File: src/rtl/wam_pkg.sv
// Shared constants, state encoding and helpers for the Whack-A-Mole game core.
package wam_pkg;

  localparam int NUM_HOLES = 9;
  localparam int KEY_W     = 4;

  typedef enum logic [1:0] {
    IDLE = 2'd0,
    PLAY = 2'd1,
    OVER = 2'd2
  } state_t;

  // Feedback taps for x^8+x^6+x^5+x^4+1 in a left-shifting Fibonacci register.
  localparam logic [7:0] LFSR_TAPS = 8'hB8;

  function automatic logic [3:0] count_ones(input logic [NUM_HOLES-1:0] v);
    logic [3:0] n;
    n = '0;
    for (int i = 0; i < NUM_HOLES; i++) begin
      n = n + {3'd0, v[i]};
    end
    return n;
  endfunction

endpackage

File: src/rtl/wam_lfsr.sv
// Free-running 8-bit Fibonacci LFSR used to pick spawn holes.
module wam_lfsr
  import wam_pkg::*;
#(
  parameter logic [7:0] SEED = 8'hA5
) (
  input  logic       clk,
  input  logic       reset,
  output logic [7:0] lfsr
);

  always_ff @(posedge clk) begin
    if (reset) begin
      lfsr <= SEED;
    end else begin
      lfsr <= {lfsr[6:0], ^(lfsr & LFSR_TAPS)};
    end
  end

endmodule

File: src/rtl/wam_game_core.sv
// Whack-A-Mole round engine: spawns and ages moles, judges key events,
// keeps score/misses and the round timer.
module wam_game_core
  import wam_pkg::*;
#(
  parameter int         MOLE_LIFE  = 60,
  parameter int         SPAWN_GAP  = 20,
  parameter int         GAME_TICKS = 1800,
  parameter int         MAX_ACTIVE = 3,
  parameter logic [7:0] LFSR_SEED  = 8'hA5
) (
  input  logic                 clk,
  input  logic                 reset,
  input  logic                 tick,
  input  logic                 start,
  input  logic                 valid_key,
  input  logic [KEY_W-1:0]     key,
  output logic [NUM_HOLES-1:0] moles,
  output logic [7:0]           score,
  output logic [7:0]           misses,
  output logic [15:0]          time_left,
  output logic                 playing,
  output logic                 game_over,
  output logic                 hit_pulse,
  output logic                 miss_pulse
);

  localparam logic [7:0]  LIFE_INIT = 8'(MOLE_LIFE);
  localparam logic [7:0]  GAP_INIT  = 8'(SPAWN_GAP);
  localparam logic [15:0] GAME_INIT = 16'(GAME_TICKS);
  localparam logic [3:0]  MAX_UP    = 4'(MAX_ACTIVE);
  localparam logic [NUM_HOLES-1:0] ONE_HOT0 = {{(NUM_HOLES-1){1'b0}}, 1'b1};

  state_t state, state_next;

  logic [7:0]           lfsr;
  logic                 unused_lfsr_hi;
  logic [3:0]           cand;
  logic                 valid_key_q;
  logic [KEY_W-1:0]     key_q;
  logic [7:0]           spawn_cnt;
  logic                 in_play, play_tick, start_round, round_end, clear_all;
  logic                 key_event, key_ok, whiff, spawn_try, spawn_ok;
  logic [NUM_HOLES-1:0] hit_vec, spawn_vec, escape_vec;
  logic [3:0]           escape_cnt;
  logic [8:0]           miss_sum;

  wam_lfsr #(.SEED(LFSR_SEED)) u_lfsr (
    .clk   (clk),
    .reset (reset),
    .lfsr  (lfsr)
  );

  assign unused_lfsr_hi = ^lfsr[7:4];
  assign cand = (lfsr[3:0] >= 4'd9) ? (lfsr[3:0] - 4'd9) : lfsr[3:0];

  assign in_play     = (state == PLAY);
  assign play_tick   = in_play & tick;
  assign start_round = (state != PLAY) & start;
  assign round_end   = play_tick & (time_left == 16'd1);
  assign clear_all   = start_round | round_end;

  // A new event is a rising valid or a change of key while valid stays high.
  assign key_event = valid_key & (~valid_key_q | (key != key_q));
  assign key_ok    = in_play & key_event & (key <= 4'd8);
  assign hit_vec   = key_ok ? (moles & (ONE_HOT0 << key)) : '0;
  assign whiff     = key_ok & ~(|hit_vec);

  // Spawn decisions look only at pre-edge moles, so a hole being hit is never a target.
  assign spawn_try = play_tick & (spawn_cnt <= 8'd1);
  assign spawn_ok  = spawn_try & ~moles[cand] & (count_ones(moles) < MAX_UP);
  assign spawn_vec = spawn_ok ? (ONE_HOT0 << cand) : '0;

  assign escape_cnt = count_ones(escape_vec);
  assign miss_sum   = {1'b0, misses} + {5'd0, escape_cnt} + {8'd0, whiff};

  for (genvar i = 0; i < NUM_HOLES; i++) begin : g_hole
    logic       up;
    logic [7:0] life;

    assign moles[i]      = up;
    assign escape_vec[i] = play_tick & up & (life == 8'd1) & ~hit_vec[i];

    always_ff @(posedge clk) begin
      if (reset || clear_all || hit_vec[i]) begin
        up   <= 1'b0;
        life <= '0;
      end else if (spawn_vec[i]) begin
        up   <= 1'b1;
        life <= LIFE_INIT;
      end else if (play_tick && up) begin
        life <= life - 8'd1;
        if (life == 8'd1) up <= 1'b0;
      end
    end
  end

  always_ff @(posedge clk) begin
    if (reset) state <= IDLE;
    else       state <= state_next;
  end

  always_comb begin
    state_next = state;
    case (state)
      IDLE, OVER: if (start) state_next = PLAY;
      PLAY:       if (round_end) state_next = OVER;
      default:    state_next = IDLE;
    endcase
  end

  assign playing   = (state == PLAY);
  assign game_over = (state == OVER);

  always_ff @(posedge clk) begin
    if (reset) begin
      valid_key_q <= 1'b0;
      key_q       <= '0;
      score       <= '0;
      misses      <= '0;
      time_left   <= '0;
      spawn_cnt   <= '0;
      hit_pulse   <= 1'b0;
      miss_pulse  <= 1'b0;
    end else begin
      valid_key_q <= valid_key;
      key_q       <= key;
      hit_pulse   <= |hit_vec;
      miss_pulse  <= (|escape_vec) | whiff;
      if (start_round) begin
        score     <= '0;
        misses    <= '0;
        time_left <= GAME_INIT;
        spawn_cnt <= GAP_INIT;
      end else if (in_play) begin
        if ((|hit_vec) && (score != 8'hFF)) score <= score + 8'd1;
        misses <= (miss_sum > 9'd255) ? 8'hFF : miss_sum[7:0];
        if (play_tick) begin
          time_left <= time_left - 16'd1;
          spawn_cnt <= spawn_try ? GAP_INIT : (spawn_cnt - 8'd1);
        end
      end
    end
  end

endmodule

File: config.mk
export PLATFORM = sky130hd
export DESIGN_NAME = wam_game_core
export DESIGN_NICKNAME = d
export VERILOG_FILES = /design/src/rtl/wam_pkg.sv /design/src/rtl/wam_lfsr.sv /design/src/rtl/wam_game_core.sv
export SDC_FILE = /design/constraint.sdc
export NUM_CORES = 1
export LEC_CHECK = 0
export CAP_MARGIN = 20
export CORE_ASPECT_RATIO = 0.8
export CORE_MARGIN = 8
export CORE_UTILIZATION = 55
export CTS_BUF_LIST = sky130_fd_sc_hd__clkbuf_8
export CTS_CLUSTER_DIAMETER = 150
export CTS_CLUSTER_SIZE = 12
export DETAILED_ROUTE_END_ITERATION = 8
export PLACE_DENSITY_LB_ADDON = 0.05
export SYNTH_ARGS = -nofsm -noshare
export SYNTH_HDL_FRONTEND = slang
export SYNTH_SLANG_ARGS = --single-unit
File: constraint.sdc
create_clock -name clk -period 9.8 [get_ports clk]
set_clock_uncertainty 0.2 [all_clocks]
set_input_delay 1.96 -clock clk [delete_from_list [all_inputs] [get_ports clk]]
set_output_delay 1.96 -clock clk [all_outputs]
set_load 0.02 [all_outputs]
Word-level counts from Yosys, hierarchy flattened
Index checks and enable logic that the tools add are counted.
{"block": "classes", "add_sub_neg": 31, "multipliers": 0, "div_mod_pow": 0, "magnitude_cmp": 6, "n_eq_ne": 17, "shift": 2, "mux": 61, "bitwise_logic": 53, "n_reduce_logical": 68}
{"operator": "2-to-1 mux 6 bit", "count": 18}
{"operator": "subtractor 8 x 1 -> 8 bit, second input constant", "count": 10}
{"operator": "== test 8 x 1 -> 1 bit, second input constant", "count": 9}
{"operator": "adder 4 x 1 -> 4 bit", "count": 10}
{"operator": "nonzero test 2 bit", "count": 20}
{"operator": "bitwise AND 1 bit", "count": 37}
{"operator": "2-to-1 mux 11 bit", "count": 3}
{"operator": "2-to-1 mux 1 bit", "count": 28}
{"operator": "AND reduction 2 bit", "count": 13}
{"operator": "OR reduction 2 bit", "count": 11}
{"operator": "2-to-1 mux 9 bit", "count": 2}
{"operator": "OR reduction 9 bit", "count": 2}
{"operator": "<< shifter 1 x 4 -> 9 bit, first input constant", "count": 2}
{"operator": "== test 16 x 1 -> 1 bit, second input constant", "count": 1}
{"operator": "2-to-1 mux 8 bit", "count": 2}
{"operator": "subtractor 16 x 1 -> 16 bit, second input constant", "count": 1}
{"operator": "2-to-1 mux 5 bit", "count": 3}
{"operator": "inverter 1 bit", "count": 12}
{"operator": "logical AND 1 bit", "count": 10}
{"operator": "logical OR 1 bit", "count": 10}
{"operator": "adder 8 x 4 -> 9 bit", "count": 1}
{"operator": "adder 9 x 1 -> 9 bit", "count": 1}
{"operator": "bitwise AND 9 bit", "count": 1}
{"operator": "greater-than comparator 9 x 8 -> 1 bit, second input constant", "count": 1}
{"operator": "23 further kinds", "count": 30}
{"block": "totals", "ff_bits": 138, "latch_bits": 0, "mem_bits_rw": 0, "mem_bits_ro": 0, "n_memories": 0}

Depth between registers and ports, before layout
Gate-level depths: netlist (run 1).
{"block": "logic_depth", "depth_word": 20, "mapped_depth": 19}

Modules after synthesis
From an unflattened synthesis (run 1), not the netlist that was laid out.
{"block": "unflattened", "cells_unflattened": 843, "area_unflattened_um2": 7304.5}
{"module": "wam_game_core", "n_inst": 1, "cells_per_inst": 824, "area_each_um2": 7068.0}
{"module": "wam_lfsr", "n_inst": 1, "cells_per_inst": 19, "area_each_um2": 236.5}

Worst setup path after synthesis (run 1)
No wires, ideal clock.
{"block": "synth_path", "path_kind": "input to register", "from": "in key[0]", "to": "reg misses[0]", "setup_ps": 74, "t_arrival_ps": 6281, "t_required_ps": 9526, "setup_slack_ps": 3244, "path_stages": 19, "path_buffers": 2, "cell_sequence": "buf_2 -> or3b_2 -> a211oi_1 -> nor4_1 -> buf_2 -> and2_1 -> fa_1 -> inv_1 -> fa_1 -> inv_1 -> fa_1 -> fa_1 -> inv_1 -> fa_1 -> nor2b_1 -> o21ai_0 -> a21oi_1 -> nand3_1 -> a31oi_1"}
{"block": "synth_between", "elab_chain_len": 20}
{"item": "start, declared", "line": "wam_game_core.sv:17", "source": "input logic [KEY_W-1:0] key,"}
{"item": "!= test 4 bit", "line": "wam_game_core.sv:64", "source": "assign key_event = valid_key & (~valid_key_q | (key != key_q));"}
{"item": "OR 1 bit", "line": "wam_game_core.sv:64"}
{"item": "bitwise AND 1 bit", "line": "wam_game_core.sv:64"}
{"item": "bitwise AND 1 bit (2 in series)", "line": "wam_game_core.sv:65", "source": "assign key_ok = in_play & key_event & (key <= 4'd8);"}
{"item": "2-to-1 mux 9 bit", "line": "wam_game_core.sv:66", "source": "assign hit_vec = key_ok ? (moles & (ONE_HOT0 << key)) : '0;"}
{"item": "inverter 1 bit", "line": "wam_game_core.sv:82", "source": "assign escape_vec[i] = play_tick & up & (life == 8'd1) & ~hit_vec[i];"}
{"item": "bitwise AND 1 bit", "line": "wam_game_core.sv:82"}
{"item": "adder 1 x 1 -> 2 bit", "line": "wam_pkg.sv:20", "source": "n = n + {3'd0, v[i]};"}
{"item": "adder 2 x 1 -> 3 bit", "line": "wam_pkg.sv:20"}
{"item": "adder 3 x 1 -> 4 bit", "line": "wam_pkg.sv:20"}
{"item": "adder 4 x 1 -> 4 bit (5 in series)", "line": "wam_pkg.sv:20"}
{"item": "adder 8 x 4 -> 9 bit", "line": "wam_game_core.sv:75", "source": "assign miss_sum = {1'b0, misses} + {5'd0, escape_cnt} + {8'd0, whiff};"}
{"item": "adder 9 x 1 -> 9 bit *", "line": "wam_game_core.sv:75"}
{"item": "greater-than comparator 9 x 8 -> 1 bit", "line": "wam_game_core.sv:137", "source": "misses <= (miss_sum > 9'd255) ? 8'hFF : miss_sum[7:0];"}
{"item": "2-to-1 mux 8 bit *", "line": "wam_game_core.sv:137"}
{"item": "end signal, assigned", "line": "wam_game_core.sv:137"}
{"item": "end, declared", "line": "wam_game_core.sv:20", "source": "output logic [7:0] misses,"}
Every way passes the cells marked *; elsewhere a longest branch is shown, timed or not.
A chain may end at the register's enable or synchronous reset.

Final worst setup path (run 1)
{"block": "layout_path", "from": "in key[2]", "to": "reg misses[4]"}
Same word-level chain as after synthesis.

==> results of run 1 <==
through the flow:
step           util, %  instances  total power [uW]
2_1_floorplan        -        925               733
3_3_place_gp      60.3       1122               775
3_5_place_dp      60.3       1122               779
4_1_cts           63.0       1153              1230
5_1_grt           63.0       1154              1270
6_report          63.0       1154              1220
sequential cells by signal (all words and copies together) (netlist names):
signal,count
g_hole.life,72
time_left,16
g_hole.up,9
misses,8
score,8
spawn_cnt,8
u_lfsr.lfsr,8
key_q,4
state,2
hit_pulse,1
miss_pulse,1
valid_key_q,1
cell families (layout without fill, tap and decap cells):
| logic type | count (synthesis) | after routing |
|---|---|---|
| buffers and inverters | 98 | 143 |
| AND/OR/NAND/NOR | 383 | 383 |
| AO/OA/AOI/OAI | 158 | 158 |
| flip-flops | 138 | 138 |
| XOR/XNOR | 90 | 90 |
| multiplexers | 14 | 14 |
| adder cells (fa/ha/maj) | 44 | 44 |
synthesized netlist by cell type (5+ instances only):
master,number
a211oi_1,10
a211oi_2,8
a21oi_1,78
a41oi_1,5
and2_1,5
and3_1,10
and4_1,5
buf_2,9
buf_4,9
clkbuf_1,22
dfxtp_1,138
fa_1,12
ha_1,32
inv_1,52
mux2_2,5
mux2i_1,9
nand2_1,51
nand2_2,6
nand2b_1,16
nand3_1,29
nand4_1,19
nand4b_1,10
nor2_1,59
nor2b_1,28
nor3_1,66
nor3b_1,6
nor4_1,26
nor4b_1,6
o211ai_2,8
o21ai_0,10
or3_1,11
or4_1,7
xnor2_1,52
xor2_1,38
report_power, final:
| group | total, uW | switching [uW] | internal [uW] | leakage, uW |
|---|---|---|---|---|
| logic | 178 | 112 | 66.3 | 0.00179 |
| registers | 593 | 21.3 | 572 | 0.00112 |
| clock network | 452 | 223 | 229 | 0.000189 |
| total | 1220 | 356 | 867 | 0.00310 |
worst register-to-register path, cell delays in order (launching register included):
cell and delay (ps):
dfxtp_1 660, or3b_2 500, a211oi_1 310, nor4_2 180, and2_1 210, fa_1 510, inv_1 60, fa_1 520
inv_1 60, fa_1 570, fa_1 210, inv_1 60, fa_1 370, nor2b_1 140, o21ai_0 150, a21oi_1 320
nand3_1 250, a21oi_1 210
area by class of cell:
cell class | count | area [um2]
Tap cell | 184 | 230
Timing Repair Buffer | 59 | 573
Fill cell | 1221 | 5290
Clock buffer | 18 | 248
Multi-Input combinational cell | 689 | 4860
Clock inverter | 13 | 130
Sequential cell | 138 | 2760
Inverter | 53 | 199
routing by layer:
metal  track usage, %  part of all wire, %  vias up
li1                 -                    -     3365
met2             33.9                   44      235
met4             5.37                 0.91        0
met5                0                    0        -
met3             5.52                  7.2       25
met1             29.4                   47     3338
worst max path at each step:
stage                      start                      to  slack [ps]  cells after the start
after floorplan           key[0]  misses[0]$_SDFFE_PP0N_        3240                     19
after global placement    key[2]  misses[0]$_SDFFE_PP0N_        2230                     18
after detailed placement  key[2]  misses[0]$_SDFFE_PP0N_        2070                     18
after CTS                 key[2]  misses[4]$_SDFFE_PP0N_        2560                     18
after global routing      key[2]  misses[4]$_SDFFE_PP0N_        2100                     18
final                     key[2]  misses[4]$_SDFFE_PP0N_        2430                     18
==> flow_metrics.env, run 1 <==
export IMPL_syn_to_final_growth_pct=11.9
export IMPL_max_slew_margin_rel_pct=23.3
export IMPL_worstRegToRegCells=17
export IMPL_postSynthAreaPerCell_um2=8.70
export IMPL_crit_path_largest_cell_delay_ps=850
export IMPL_synth_top_family_by_area="simple AND/OR/NAND/NOR gates"
export IMPL_rsz0062_at_grt="no"
export IMPL_worst_setup_path_type="input port to register"
export IMPL_cell_row_count=39
export IMPL_critical_path_max_fanout=13
export IMPL_critical_path_n_buffers_inverters=4
export IMPL_master_cell_of_the_clock_root_buffer="clkbuf_8"
export IMPL_regToRegSetupSlack_ps=4270
export IMPL_crit_reg2reg_capture="misses[4]$_SDFFE_PP0N_"
export IMPL_crit_family="adder cells"
export IMPL_synthDominantCellAreaShare_pct=34.3
export IMPL_floorplan_die_area_um2=18800
export IMPL_grt_pass1_vias=6436
export IMPL_grt_util_all_layers_pct=21.7
export IMPL_ir_worst_vdd_mv=0.0871
export IMPL_portBuffers=53
export IMPL_drive_gt1_share_pct=8.87
export IMPL_yosys_mux_area_fraction_pct=1.82
export IMPL_drcViolationCount=0
export IMPL_yosys_area_share_xor_xnor_pct=9.79
export IMPL_post_synthesis_register_bit_count=138
export IMPL_detail_route_wl_per_cell_um=17.5
export IMPL_layout_worst_path_cycle_share_pct=75.2
export IMPL_rr_startpoint="g_hole[0].up$_SDFFE_PP0P_"
export IMPL_cp_cell_sequence="clkdlybuf4s50_1 -> mux2_2 -> a32o_1 -> nor4_2 -> and2_1 -> fa_1 -> inv_1 -> fa_1 -> inv_1 -> fa_1 -> fa_1 -> inv_1 -> fa_1 -> nor2b_1 -> o21ai_0 -> a21oi_1 -> nand3_1 -> a21oi_1"
export IMPL_p_per_area_nw_per_um2=136
export IMPL_fmax_ghz=0.136
export IMPL_number_of_flops_mapped_to_enable_cells_by_yosys=0
export IMPL_insertedDiodeCount=0
export IMPL_total_vias_in_the_final_route=6963
export IMPL_finalHoldWorstSlack_ps=214
export IMPL_drt_initial_drc_count=591
export IMPL_cts_made_buffers=17
export IMPL_tritoncts="yes"
export IMPL_cts_resized_gates=0
export IMPL_max_cap_viol_count=0
export IMPL_post_synth_top_area_cell="dfxtp_1"
export IMPL_synthesis_nets=978
export IMPL_run_status="finished, final reports clean"
export IMPL_total_leakage_power_uw=0.00310
export IMPL_clock_tree_buffer_depth=2
export IMPL_leading_cell_types_by_total_area_after_synthesis="dfxtp_1 34%, xnor2_1 5.7%, ha_1 5.0%"
export IMPL_critical_path_most_common_cell="fa_1"
export IMPL_hpwlAfterDp_mm=15.2
export IMPL_initial_core_util_pct=56.3
export IMPL_place_worst_setup_slack_ps=2070
export IMPL_source_of_the_worst_hold_timing_path="u_lfsr.lfsr[6]$_SDFF_PP0_"
export IMPL_clkTransAtPathRegs_ps=80
export IMPL_period_minus_slack_ps=7370
export IMPL_gpl_final_weighted_congestion=0.918
export IMPL_worst_ep_arrival_time_ps=7540
export IMPL_synth_simple_gate_area_share_pct=26.7
export IMPL_seq_area_frac_synth_pct=34.3
export IMPL_mappedNetlistArea_um2=8050
export IMPL_setup_violations=0
export IMPL_grt_max_degree=26
export IMPL_critPathCaptureType="register"
export IMPL_total_of_warnings_raised_by_yosys=0
export IMPL_cp_data_required_time_ps=9970
export IMPL_fp_dieW_um=151
export IMPL_floorplan_core_area_um2=14300
export IMPL_die_height_um=124
export IMPL_synth_instances=925
export IMPL_totalNegativeSetupSlack_ps=0
export IMPL_design_portCount=54
export IMPL_insertion_delay_ps=450
export IMPL_wire_length_of_the_first_global_routing_pass_mm=32.5
export IMPL_vias_per_cell=6.03
export IMPL_stdcell_area_um2=9010
export IMPL_grt_overflow=0
export IMPL_antenna_found_initial=0
export IMPL_post_synthesis_compound_gate_area_fraction_pct=14.1
export IMPL_final_common_cell="dfxtp_1"
export IMPL_worst_hold_path_num_cells=1
export IMPL_ctsHoldBuffers=0
export IMPL_number_of_library_cell_types_mapped_by_synthesis=72
export IMPL_clkSinkCount=138
export IMPL_cpMaxStageDelayCell="nor4_2"
export IMPL_critPathLaunchType="input port"
export IMPL_synth_adder_area_share_pct=7.96
export IMPL_worst_hold_path_type="register to register"
export IMPL_maxSlewViolCount=0
export IMPL_fraction_of_registers_with_async_set_reset_pct=0
export IMPL_worst_hold_path_endpoint="u_lfsr.lfsr[7]$_SDFF_PP1_"
export IMPL_mostFrequentLayoutCells="138 x dfxtp_1, 78 x a21oi_1, 66 x nor3_1"
export IMPL_remaining_antenna_violation_count_after_routing=0
export IMPL_worst_slack_ps=2430
export IMPL_worst_slew_pin_slew_ps=1150
export IMPL_clock_tree_htree_level_count=4
export IMPL_hold_viol=0
export IMPL_drt_wl_total_mm=20.2
export IMPL_placed_cell_area_um2=8620
export IMPL_firstDrtPassIters=6
export IMPL_postCtsSetupBuffers=0
export IMPL_final_net_count=1011
export IMPL_dominantRegCellSynth="dfxtp_1"
(Power assumes the default switching activity.)
==> run 2: changes to the inputs <==
==> constraint.sdc (replaced) <==
create_clock -name clk -period 6.4 [get_ports clk]
set_clock_uncertainty 0.2 [all_clocks]
set_input_delay 1.28 -clock clk [delete_from_list [all_inputs] [get_ports clk]]
set_output_delay 1.28 -clock clk [all_outputs]
set_load 0.02 [all_outputs]
==> flow_metrics.env, run 2 (synthesized netlist as in run 1, its figures left out) <==
export IMPL_postCtsSetupBuffers=0
export IMPL_wire_length_of_the_first_global_routing_pass_mm=33.8
export IMPL_firstDrtPassIters=5
export IMPL_mostFrequentLayoutCells="138 x dfxtp_1, 78 x a21oi_1, 66 x nor3_1"
export IMPL_cts_made_buffers=17
export IMPL_remaining_antenna_violation_count_after_routing=0
export IMPL_power_uw=1980
export IMPL_max_slew_margin_rel_pct=38.5
export IMPL_ir_worst_vdd_mv=0.183
export IMPL_grt_util_all_layers_pct=22.7
export IMPL_master_cell_of_the_clock_root_buffer="clkbuf_8"
export IMPL_totalNegativeSetupSlack_ps=0
export IMPL_worst_hold_path_type="register to register"
export IMPL_tritoncts="yes"
export IMPL_worst_ep_arrival_time_ps=6070
export IMPL_registers_top_by_ff_count="g_hole.life"
export IMPL_ctsHoldBuffers=0
export IMPL_setup_violations=0
export IMPL_grt_overflow=0
export IMPL_portBuffers=53
export IMPL_fmax_ghz=0.168
export IMPL_design_portCount=54
export IMPL_grt_pass1_vias=6725
export IMPL_final_common_cell="dfxtp_1"
export IMPL_hold_viol=0
export IMPL_cts_resized_gates=0
export IMPL_floorplan_die_area_um2=18800
export IMPL_stdcell_area_um2=9240
export IMPL_max_cap_viol_count=0
export IMPL_detail_route_wl_per_cell_um=17.7
export IMPL_cp_data_required_time_ps=6500
export IMPL_postLayoutCoreUtil_pct=64.6
export IMPL_critical_path_max_fanout=6
export IMPL_vias_per_cell=5.96
export IMPL_hpwlAfterDp_mm=15.6
export IMPL_period_minus_slack_ps=5970
export IMPL_run_status="finished, final reports clean"
export IMPL_clock_tree_htree_level_count=4
export IMPL_clock_tree_buffer_depth=2
export IMPL_insertedDiodeCount=0
export IMPL_syn_to_final_growth_pct=14.8
export IMPL_critPathLaunchType="input port"
export IMPL_critPathCaptureType="register"
export IMPL_antenna_found_initial=0
export IMPL_total_leakage_power_uw=0.00323
export IMPL_largest_registers="g_hole.life (72), time_left (16), g_hole.up (9)"
export IMPL_die_height_um=124
export IMPL_placed_cell_area_um2=8790
export IMPL_p_per_area_nw_per_um2=215
export IMPL_rsz0062_at_grt="no"
export IMPL_finalHoldWorstSlack_ps=222
export IMPL_clkSinkCount=138
export IMPL_insertion_delay_ps=460
export IMPL_largest_register_ffs=72
export IMPL_initial_core_util_pct=56.3
export IMPL_gpl_final_weighted_congestion=0.923
export IMPL_worst_slew_pin_slew_ps=914
export IMPL_final_net_count=1033
export IMPL_fp_dieW_um=151
export IMPL_layout_worst_path_cycle_share_pct=93.3
export IMPL_drive_gt1_share_pct=11.2
export IMPL_maxSlewViolCount=0
export IMPL_grt_max_degree=26
export IMPL_clkTransAtPathRegs_ps=80
export IMPL_floorplan_core_area_um2=14300
export IMPL_total_vias_in_the_final_route=7008
export IMPL_worst_setup_path_type="input port to register"
export IMPL_cell_row_count=39
export IMPL_drt_wl_total_mm=20.9
export IMPL_drt_initial_drc_count=681
export IMPL_drcViolationCount=0
-- run 2: power breakdown --
part	switching [uW]	internal [uW]
registers	32.3	875
clock network	360	437
logic	171	107
-- run 2: area by class of cell --
type | instances | area [um2]
fillers | 1171 | 5060
multi-input cells | 689 | 4870
repair buffers | 81 | 741
clock buffers | 18 | 248
clock inverters | 13 | 193
inverters | 53 | 199
well taps | 184 | 230
flip-flops and latches | 138 | 2760
-- run 2: routing by layer --
| layer | share of wire [%] | global-route usage (%) | vias up |
|---|---|---|---|
| li1 | - | - | 3397 |
| met1 | 48 | 30.9 | 3405 |
| met2 | 46 | 35.9 | 189 |
| met3 | 5.9 | 5.45 | 17 |
| met4 | 0.78 | 5.18 | 0 |
| met5 | 0 | 0 | - |
-- run 2: critical path: stages --
cell             delay, ps
clkdlybuf4s50_1        510
buf_4                  210
xnor2_1                230
nand4_1                230
o31ai_2                340
nor2_1                 100
nor2_1                 170
fa_1                   420
inv_1                   80
fa_1                   410
inv_1                   90
fa_1                   420
fa_1                   470
inv_1                   90
fa_1                   180
nor2b_1                 50
o21ai_0                310
a21oi_1                160
nand3_1                220
a31oi_1                120
-- run 2: path summary, 6_finish.rpt --
kind	slack, ps	cells past startpoint	from	end
max reg2reg	1250	18	g_hole[0].up$_SDFFE_PP0P_	misses[5]$_SDFFE_PP0N_
max	430	20	key[2]	misses[5]$_SDFFE_PP0N_
min	220	1	u_lfsr.lfsr[6]$_SDFF_PP0_	u_lfsr.lfsr[7]$_SDFF_PP1_
min reg2reg	220	1	u_lfsr.lfsr[6]$_SDFF_PP0_	u_lfsr.lfsr[7]$_SDFF_PP1_
-- run 2: stage by stage --
step | cells | setup WS, ps
global route | 1176 | 4.94
finish | 1176 | 431
global placement | 1144 | 96.5
floorplan | 925 | 524
detailed placement | 1144 | -81.0
CTS | 1175 | 388
==> run 3: changes to the inputs <==
--- a/config.mk
+++ b/config.mk
@@ -6,7 +6,6 @@
 export NUM_CORES = 1
 export LEC_CHECK = 0
 export CAP_MARGIN = 20
-export CORE_ASPECT_RATIO = 0.8
 export CORE_MARGIN = 8
 export CORE_UTILIZATION = 55
 export CTS_BUF_LIST = sky130_fd_sc_hd__clkbuf_8
@@ -14,6 +13,7 @@
 export CTS_CLUSTER_SIZE = 12
 export DETAILED_ROUTE_END_ITERATION = 8
 export PLACE_DENSITY_LB_ADDON = 0.05
+export SETUP_SLACK_MARGIN = 0.05
 export SYNTH_ARGS = -nofsm -noshare
 export SYNTH_HDL_FRONTEND = slang
 export SYNTH_SLANG_ARGS = --single-unit
==> constraint.sdc (replaced) <==
create_clock -name clk -period 7.1 [get_ports clk]
set_clock_uncertainty 0.2 [all_clocks]
set_input_delay 1.42 -clock clk [delete_from_list [all_inputs] [get_ports clk]]
set_output_delay 1.42 -clock clk [all_outputs]
set_load 0.02 [all_outputs]
==> flow_metrics.env, run 3 (synthesized netlist as in run 1, its figures left out) <==
export IMPL_top_layer="met4"
export IMPL_totalNegativeSetupSlack_ps=0
export IMPL_drt_wl_total_mm=19.5
export IMPL_crit_start="key[1]"
export IMPL_fp_dieW_um=137
export IMPL_detail_route_wl_per_cell_um=16.8
export IMPL_die_height_um=137
export IMPL_worst_hold_path_num_cells=1
export IMPL_crit_reg2reg_capture="misses[5]$_SDFFE_PP0N_"
export IMPL_worstRegToRegCells=18
export IMPL_postCtsSetupBuffers=0
export IMPL_grt_pass1_vias=6737
export IMPL_total_vias_in_the_final_route=6817
export IMPL_worst_slack_ps=747
export IMPL_postLayoutCoreUtil_pct=63.0
export IMPL_cpMaxStageDelayCell="clkdlybuf4s50_1"
export IMPL_cts_made_buffers=17
export IMPL_period_minus_slack_ps=6350
export IMPL_wl_met2_mm=9.50
export IMPL_initial_core_util_pct=55.8
export IMPL_clkTransAtPathRegs_ps=80
export IMPL_worst_hold_path_type="register to register"
export IMPL_ctsHoldBuffers=0
export IMPL_regToRegSetupSlack_ps=1890
export IMPL_worst_slew_pin_slew_ps=988
export IMPL_grt_util_all_layers_pct=21.5
export IMPL_timing_critical_path_depth=18
export IMPL_insertedDiodeCount=0
export IMPL_layout_filler_cells=1262
export IMPL_clock_tree_buffer_depth=2
export IMPL_ir_worst_vdd_mv=0.119
export IMPL_max_cap_viol_count=0
export IMPL_firstDrtPassIters=5
export IMPL_antenna_found_initial=0
export IMPL_rsz0062_at_grt="no"
export IMPL_clock_tree_htree_level_count=4
export IMPL_power_uw=1740
export IMPL_drcViolationCount=0
export IMPL_grt_max_degree=26
export IMPL_critical_path_n_buffers_inverters=4
export IMPL_floorplan_core_area_um2=14400
export IMPL_final_common_cell="dfxtp_1"
export IMPL_worst_setup_path_type="input port to register"
export IMPL_insertion_delay_ps=450
export IMPL_p_per_area_nw_per_um2=191
export IMPL_registers_top_by_ff_count="g_hole.life"
export IMPL_hold_viol=0
export IMPL_floorplan_die_area_um2=18800
export IMPL_hpwlAfterDp_mm=14.5
export IMPL_fmax_ghz=0.157
export IMPL_final_net_count=1017
export IMPL_wire_length_of_the_first_global_routing_pass_mm=32.6
export IMPL_max_slew_margin_rel_pct=34.1
export IMPL_grt_overflow=0
export IMPL_source_of_the_worst_hold_timing_path="u_lfsr.lfsr[6]$_SDFF_PP0_"
export IMPL_critPathLaunchType="input port"
export IMPL_largest_register_ffs=72
export IMPL_wirelength_met1_mm=8.77
export IMPL_run_status="finished, final reports clean"
export IMPL_tritoncts="yes"
export IMPL_maxSlewViolCount=0
export IMPL_design_portCount=54
export IMPL_cell_row_count=44
export IMPL_mostFrequentLayoutCells="138 x dfxtp_1, 78 x a21oi_1, 66 x nor3_1"
export IMPL_drt_initial_drc_count=383
export IMPL_setup_violations=0
export IMPL_rr_startpoint="g_hole[0].up$_SDFFE_PP0P_"
export IMPL_worst_ep_arrival_time_ps=6530
export IMPL_syn_to_final_growth_pct=13.0
export IMPL_cp_data_required_time_ps=7280
export IMPL_vias_per_cell=5.87
export IMPL_place_worst_setup_slack_ps=295
export IMPL_cp_cell_sequence="clkdlybuf4s50_1 -> or3b_2 -> a211oi_1 -> nor4_2 -> and2_1 -> fa_1 -> inv_1 -> fa_1 -> inv_1 -> fa_1 -> fa_1 -> inv_1 -> fa_1 -> nor2b_1 -> o21ai_0 -> a21oi_1 -> nand3_1 -> a31oi_1"
export IMPL_dr_wl_met3_um=925
export IMPL_portBuffers=53
export IMPL_crit_path_largest_cell_delay_ps=620
export IMPL_gpl_final_weighted_congestion=0.940
export IMPL_largest_registers="g_hole.life (72), time_left (16), g_hole.up (9)"
export IMPL_drive_gt1_share_pct=9.72
export IMPL_critPathCaptureType="register"
export IMPL_critical_path_max_fanout=14
export IMPL_total_leakage_power_uw=0.00314
export IMPL_cts_resized_gates=0
export IMPL_master_cell_of_the_clock_root_buffer="clkbuf_8"
export IMPL_critPathCapture="misses[5]$_SDFFE_PP0N_"
export IMPL_critical_path_most_common_cell="fa_1"
export IMPL_crit_family="adder cells"
export IMPL_layout_worst_path_cycle_share_pct=89.5
export IMPL_clkSinkCount=138
export IMPL_remaining_antenna_violation_count_after_routing=0
-- run 3: cell types whose count changed in the layout (fill, tap and decap cells not counted), sizes merged --
cell      delta
clkinvlp     +2
clkinv       +1
inv          -1
bufinv       -1
buf         -17
clkbuf       +1
-- run 3: worst min-delay path by stage --
stage	end	slack, ps
after floorplan	u_lfsr.lfsr[7]$_SDFF_PP1_	190
after global placement	u_lfsr.lfsr[7]$_SDFF_PP1_	200
after detailed placement	u_lfsr.lfsr[7]$_SDFF_PP1_	200
after CTS	u_lfsr.lfsr[7]$_SDFF_PP1_	220
after global routing	u_lfsr.lfsr[7]$_SDFF_PP1_	230
final	u_lfsr.lfsr[7]$_SDFF_PP1_	220
-- run 3: through the flow --
step	cells	instance area [um2]	hold WS [ps]
2_1_floorplan	925	8050	189
3_3_place_gp	1128	8670	197
3_5_place_dp	1128	8670	203
4_1_cts	1160	9090	224
5_1_grt	1161	9090	230
6_report	1161	9090	221
-- run 3: power breakdown --
| part | switching, uW | internal [uW] | leakage [uW] |
|---|---|---|---|
| combinational | 151 | 92.9 | 0.00182 |
| sequential | 29.6 | 789 | 0.00112 |
| clock | 320 | 357 | 0.000201 |
-- run 3: cell type report --
type                    instances  area [um2]  share of cell area, %
multi-input cells             689        4860                   53.5
flip-flops and latches        138        2760                   30.4
repair buffers                 65         618                   6.80
clock buffers                  18         248                   2.73
well taps                     184         230                   2.53
inverters                      53         199                   2.19
clock inverters                14         170                   1.87
-- run 3: layer usage --
| layer | GRT usage (%) | vias up |
|---|---|---|
| li1 | - | 3370 |
| met1 | 26.2 | 3286 |
| met2 | 36.1 | 134 |
| met3 | 5.58 | 27 |
| met4 | 7.24 | 0 |
| met5 | 0 | - |
==> RTL change 1 (flow settings as in run 3) <==
Reset style: asynchronous (`reset`), changed in 3 clocked blocks.
--- a/src/rtl/wam_lfsr.sv
+++ b/src/rtl/wam_lfsr.sv
@@ -9,7 +9,7 @@
   output logic [7:0] lfsr
 );
 
-  always_ff @(posedge clk) begin
+  always_ff @(posedge clk or posedge reset) begin
     if (reset) begin
       lfsr <= SEED;
     end else begin
--- a/src/rtl/wam_game_core.sv
+++ b/src/rtl/wam_game_core.sv
@@ -95,7 +95,7 @@
     end
   end
 
-  always_ff @(posedge clk) begin
+  always_ff @(posedge clk or posedge reset) begin
     if (reset) state <= IDLE;
     else       state <= state_next;
   end
@@ -112,7 +112,7 @@
   assign playing   = (state == PLAY);
   assign game_over = (state == OVER);
 
-  always_ff @(posedge clk) begin
+  always_ff @(posedge clk or posedge reset) begin
     if (reset) begin
       valid_key_q <= 1'b0;
       key_q       <= '0;
Check against the original RTL: differs if reset is asserted again (counterexample within 4 cycles, from zero or initial values and one cycle with reset high); with reset held inactive, the same outputs for 10 cycles.
==> RTL change 1 against run 3 <==
Global-route usage up 0.68 points; setup slack worse by 0.11 ns; sequential power grew 18%; largest cell class unchanged; design area fell by 3.5%; non-clock buffer count rose by 4; final cell count decreased by 4.6%; first-iteration DRC count rose by 27%; routed wire length decreased by 0.71%; total power rose by 17%; fmax fell by 1.8%; sequential cell count is the same; area after synthesis shrank 3.2%.
==> RTL change 1: results (changes against run 3) <==
[setup_path]
crit_path_top_delay_cell = fa_1
cp.arrival_ns = 6.63  ; +0.10 ns
r2r_setup_slack_ns = 1.37  ; -0.52 ns
reg2reg_from = state[1]$_DFFE_PP0P_
endpoint = misses[2]$_DFFE_PP0P_
cpPeakStageDelay_ns = 0.55  ; -0.07 ns

[global_route]
grt_pass1_wl_um = 32300  ; -0.83%
antenna_found_initial = 1  ; +1

[pwr]
pg_clk_mw = 0.587  ; -13%
p_leak_nw = 3.52  ; +12%
irDropWorstVdd_v = 0.000196  ; +65%

[drt]
wire_per_inst_um = 17.5  ; +4.0%
drt-initial-drc-count = 488  ; +27%
viasPerCell = 5.84  ; -0.50%

[timing]
fin_ws_ns = 0.632  ; -0.115 ns
whs_ns = 0.162  ; -0.0586 ns
tightest_slew_ns = 0.930  ; -0.0584 ns

[place]
dpl.cell_count = 1076  ; -4.6%
routabilityCongestion = 0.905  ; -3.7%
dp_slack_ns = 0.196  ; -0.0992 ns
placed_area_um2 = 8430  ; -2.8%

[run_status]
status = finished clean

[clocking]
clkLatencyLatePin_ns = 0.47  ; +0.02 ns

[logic_synthesis]
synth_cell_types = 73  ; +1.4%

[layout]
final_nets = 968  ; -4.8%

-- RTL change 1: layout make-up --
type                       instances  area [µm²]  area share
inverter                          56         215      0.0245
clock inverter                    13        90.1      0.0103
multi-input combinational        633        4280       0.488
clock buffer                      19         262      0.0298
sequential                       138        3050       0.348
tap                              180         225      0.0257
timing repair buffer              69         651      0.0741
-- RTL change 1: layer usage --
layer | up-vias | share of wire | GRT usage
met4 | 2 | 0.026 | 0.102
met3 | 39 | 0.067 | 0.0594
met2 | 190 | 0.45 | 0.343
li1 | 3137 | - | -
met5 | - | 0.00093 | 0
met1 | 3105 | 0.46 | 0.283
-- RTL change 1: kinds of logic after synthesis --
| kind of cell | after synthesis | share of synthesized area |
|---|---|---|
| adder cells (fa/ha/maj) | 44 | 0.0822 |
| AO/OA/AOI/OAI | 167 | 0.138 |
| multiplexers | 13 | 0.0170 |
| AND/OR/NAND/NOR | 328 | 0.221 |
| XOR/XNOR | 81 | 0.0911 |
| buffers and inverters | 88 | 0.0586 |
| flip-flops | 138 | 0.392 |
==> RTL change 2 (settings of run 3) <==
Without the edit above. The package constant `NUM_HOLES` goes from 9 to 8.
--- a/src/rtl/wam_pkg.sv
+++ b/src/rtl/wam_pkg.sv
@@ -1,7 +1,7 @@
 // Shared constants, state encoding and helpers for the Whack-A-Mole game core.
 package wam_pkg;
 
-  localparam int NUM_HOLES = 9;
+  localparam int NUM_HOLES = 8;
   localparam int KEY_W     = 4;
 
   typedef enum logic [1:0] {
Interface: changed (resized moles); port bits go from 54 to 53. No check against the original RTL was run, so the function may have changed too.
==> RTL change 2 against run 3 <==
Setup slack got worse by 0.10 ns; routed wire length fell by 15%; design area fell by 11%; synthesized cell count fell by 14%; sequential cell count fell by 9; area after synthesis fell by 13%; non-clock buffer count fell by 3; sequential share of layout area rose by 1.6 points; first-iteration DRC count fell by 18%; via count fell by 14%; total power fell by 8.0%; sequential power fell by 7.4%; largest cell class unchanged; highest routed layer unchanged.
==> RTL change 2: results (changes against run 3) <==
[floorplan]
core_um2 = 12600  ; -13%

[logic_synthesis]
synth_compound_area_frac = 0.121  ; -0.0194
synth.area.mux_share = 0.0125  ; -0.00574
ys_seq_area_frac = 0.367  ; +0.0238
syn-num-nets = 847  ; -13%
synth_cell_types = 65  ; -9.7%
ys_top_cells_by_area = dfxtp_1 (37%), xnor2_1 (6.1%), ha_1 (5.7%)
synthCells = 796  ; -14%
synth_xor_area_frac = 0.110  ; +0.0116

[place]
placed_area_um2 = 7650  ; -12%
dpl.cell_count = 993  ; -12%
dp_hpwl_um = 12100  ; -17%
port_buffers = 52  ; -1.9%
routabilityCongestion = 0.859  ; -8.5%

[run_status]
status = finished clean

[pwr]
p_leak_nw = 2.94  ; -6.2%
irDropWorstVdd_v = 0.000163  ; +37%
p_comb_frac = 0.103  ; -0.037
p_sw_mw = 0.407  ; -19%

[timing]
whs_ns = 0.224  ; +0.00265 ns

[setup_path]
crit_path_top_delay_cell = fa_1
critPathLaunch = key[2]
r2r_setup_slack_ns = 1.70  ; -0.19 ns
cp.arrival_ns = 6.54  ; about the same
reg2reg_from = g_hole[5].up$_SDFFE_PP0P_
path_max_fanout = 6  ; -8
cpPeakStageDelay_ns = 0.56  ; -0.06 ns
r2r_cells = 15  ; -3

[layout]
buf_share = 0.0737  ; +0.00575
clk_share = 0.0531  ; +0.00717
seq_area_um2 = 2580  ; -6.5%
seq_area_frac = 0.320  ; +0.0159
num-nonclk-buffers = 62  ; -4.6%
fin_cells = 1025  ; -12%
seq_cells = 129  ; -6.5%
multiInputCombCellCount = 580  ; -16%
inv_count = 50  ; -5.7%
fill_cells = 1086  ; -14%
reg.largest.list = g_hole.life: 64 flops, time_left: 16 flops
clockBufferCount = 19  ; +1

[drt]
wire_per_inst_um = 16.2  ; -3.7%
dr.pass1.iters = 4  ; -1
drt-initial-drc-count = 314  ; -18%

[global_route]
gr-usage-all-layers = 0.208  ; -0.00716
grt_pass1_vias = 5770  ; -14%
grt_pass1_wl_um = 27800  ; -14%

-- RTL change 2: cell count changes in the layout (fill, tap and decap cells not counted), moves of 9 or more --
cell / delta
nor4_1: -13
nor2b_1: -13
nand4_1: -14
nor3_1: -10
dfxtp_1: -9
nand2_1: -9
or4_1: +17
-- RTL change 2: worst reg2reg max path, delay by kind of cell, from the launching register on --
kind | cells | cell delay (ns)
AOI/OAI and AO/OA | 3 | 0.73
adders and majority gates | 5 | 2.07
DFF | 1 | 0.60
buffers and inverters | 2 | 0.13
and+or+nand+nor | 5 | 1.51
-- RTL change 2: routing by layer --
layer / GRT usage / up-vias / wire length (µm)
li1: - / 2893 / -
met1: 0.253 / 2781 / 7460
met2: 0.337 / 135 / 7880
met3: 0.0538 / 22 / 855
met4: 0.100 / 0 / 371
met5: 0 / - / 0
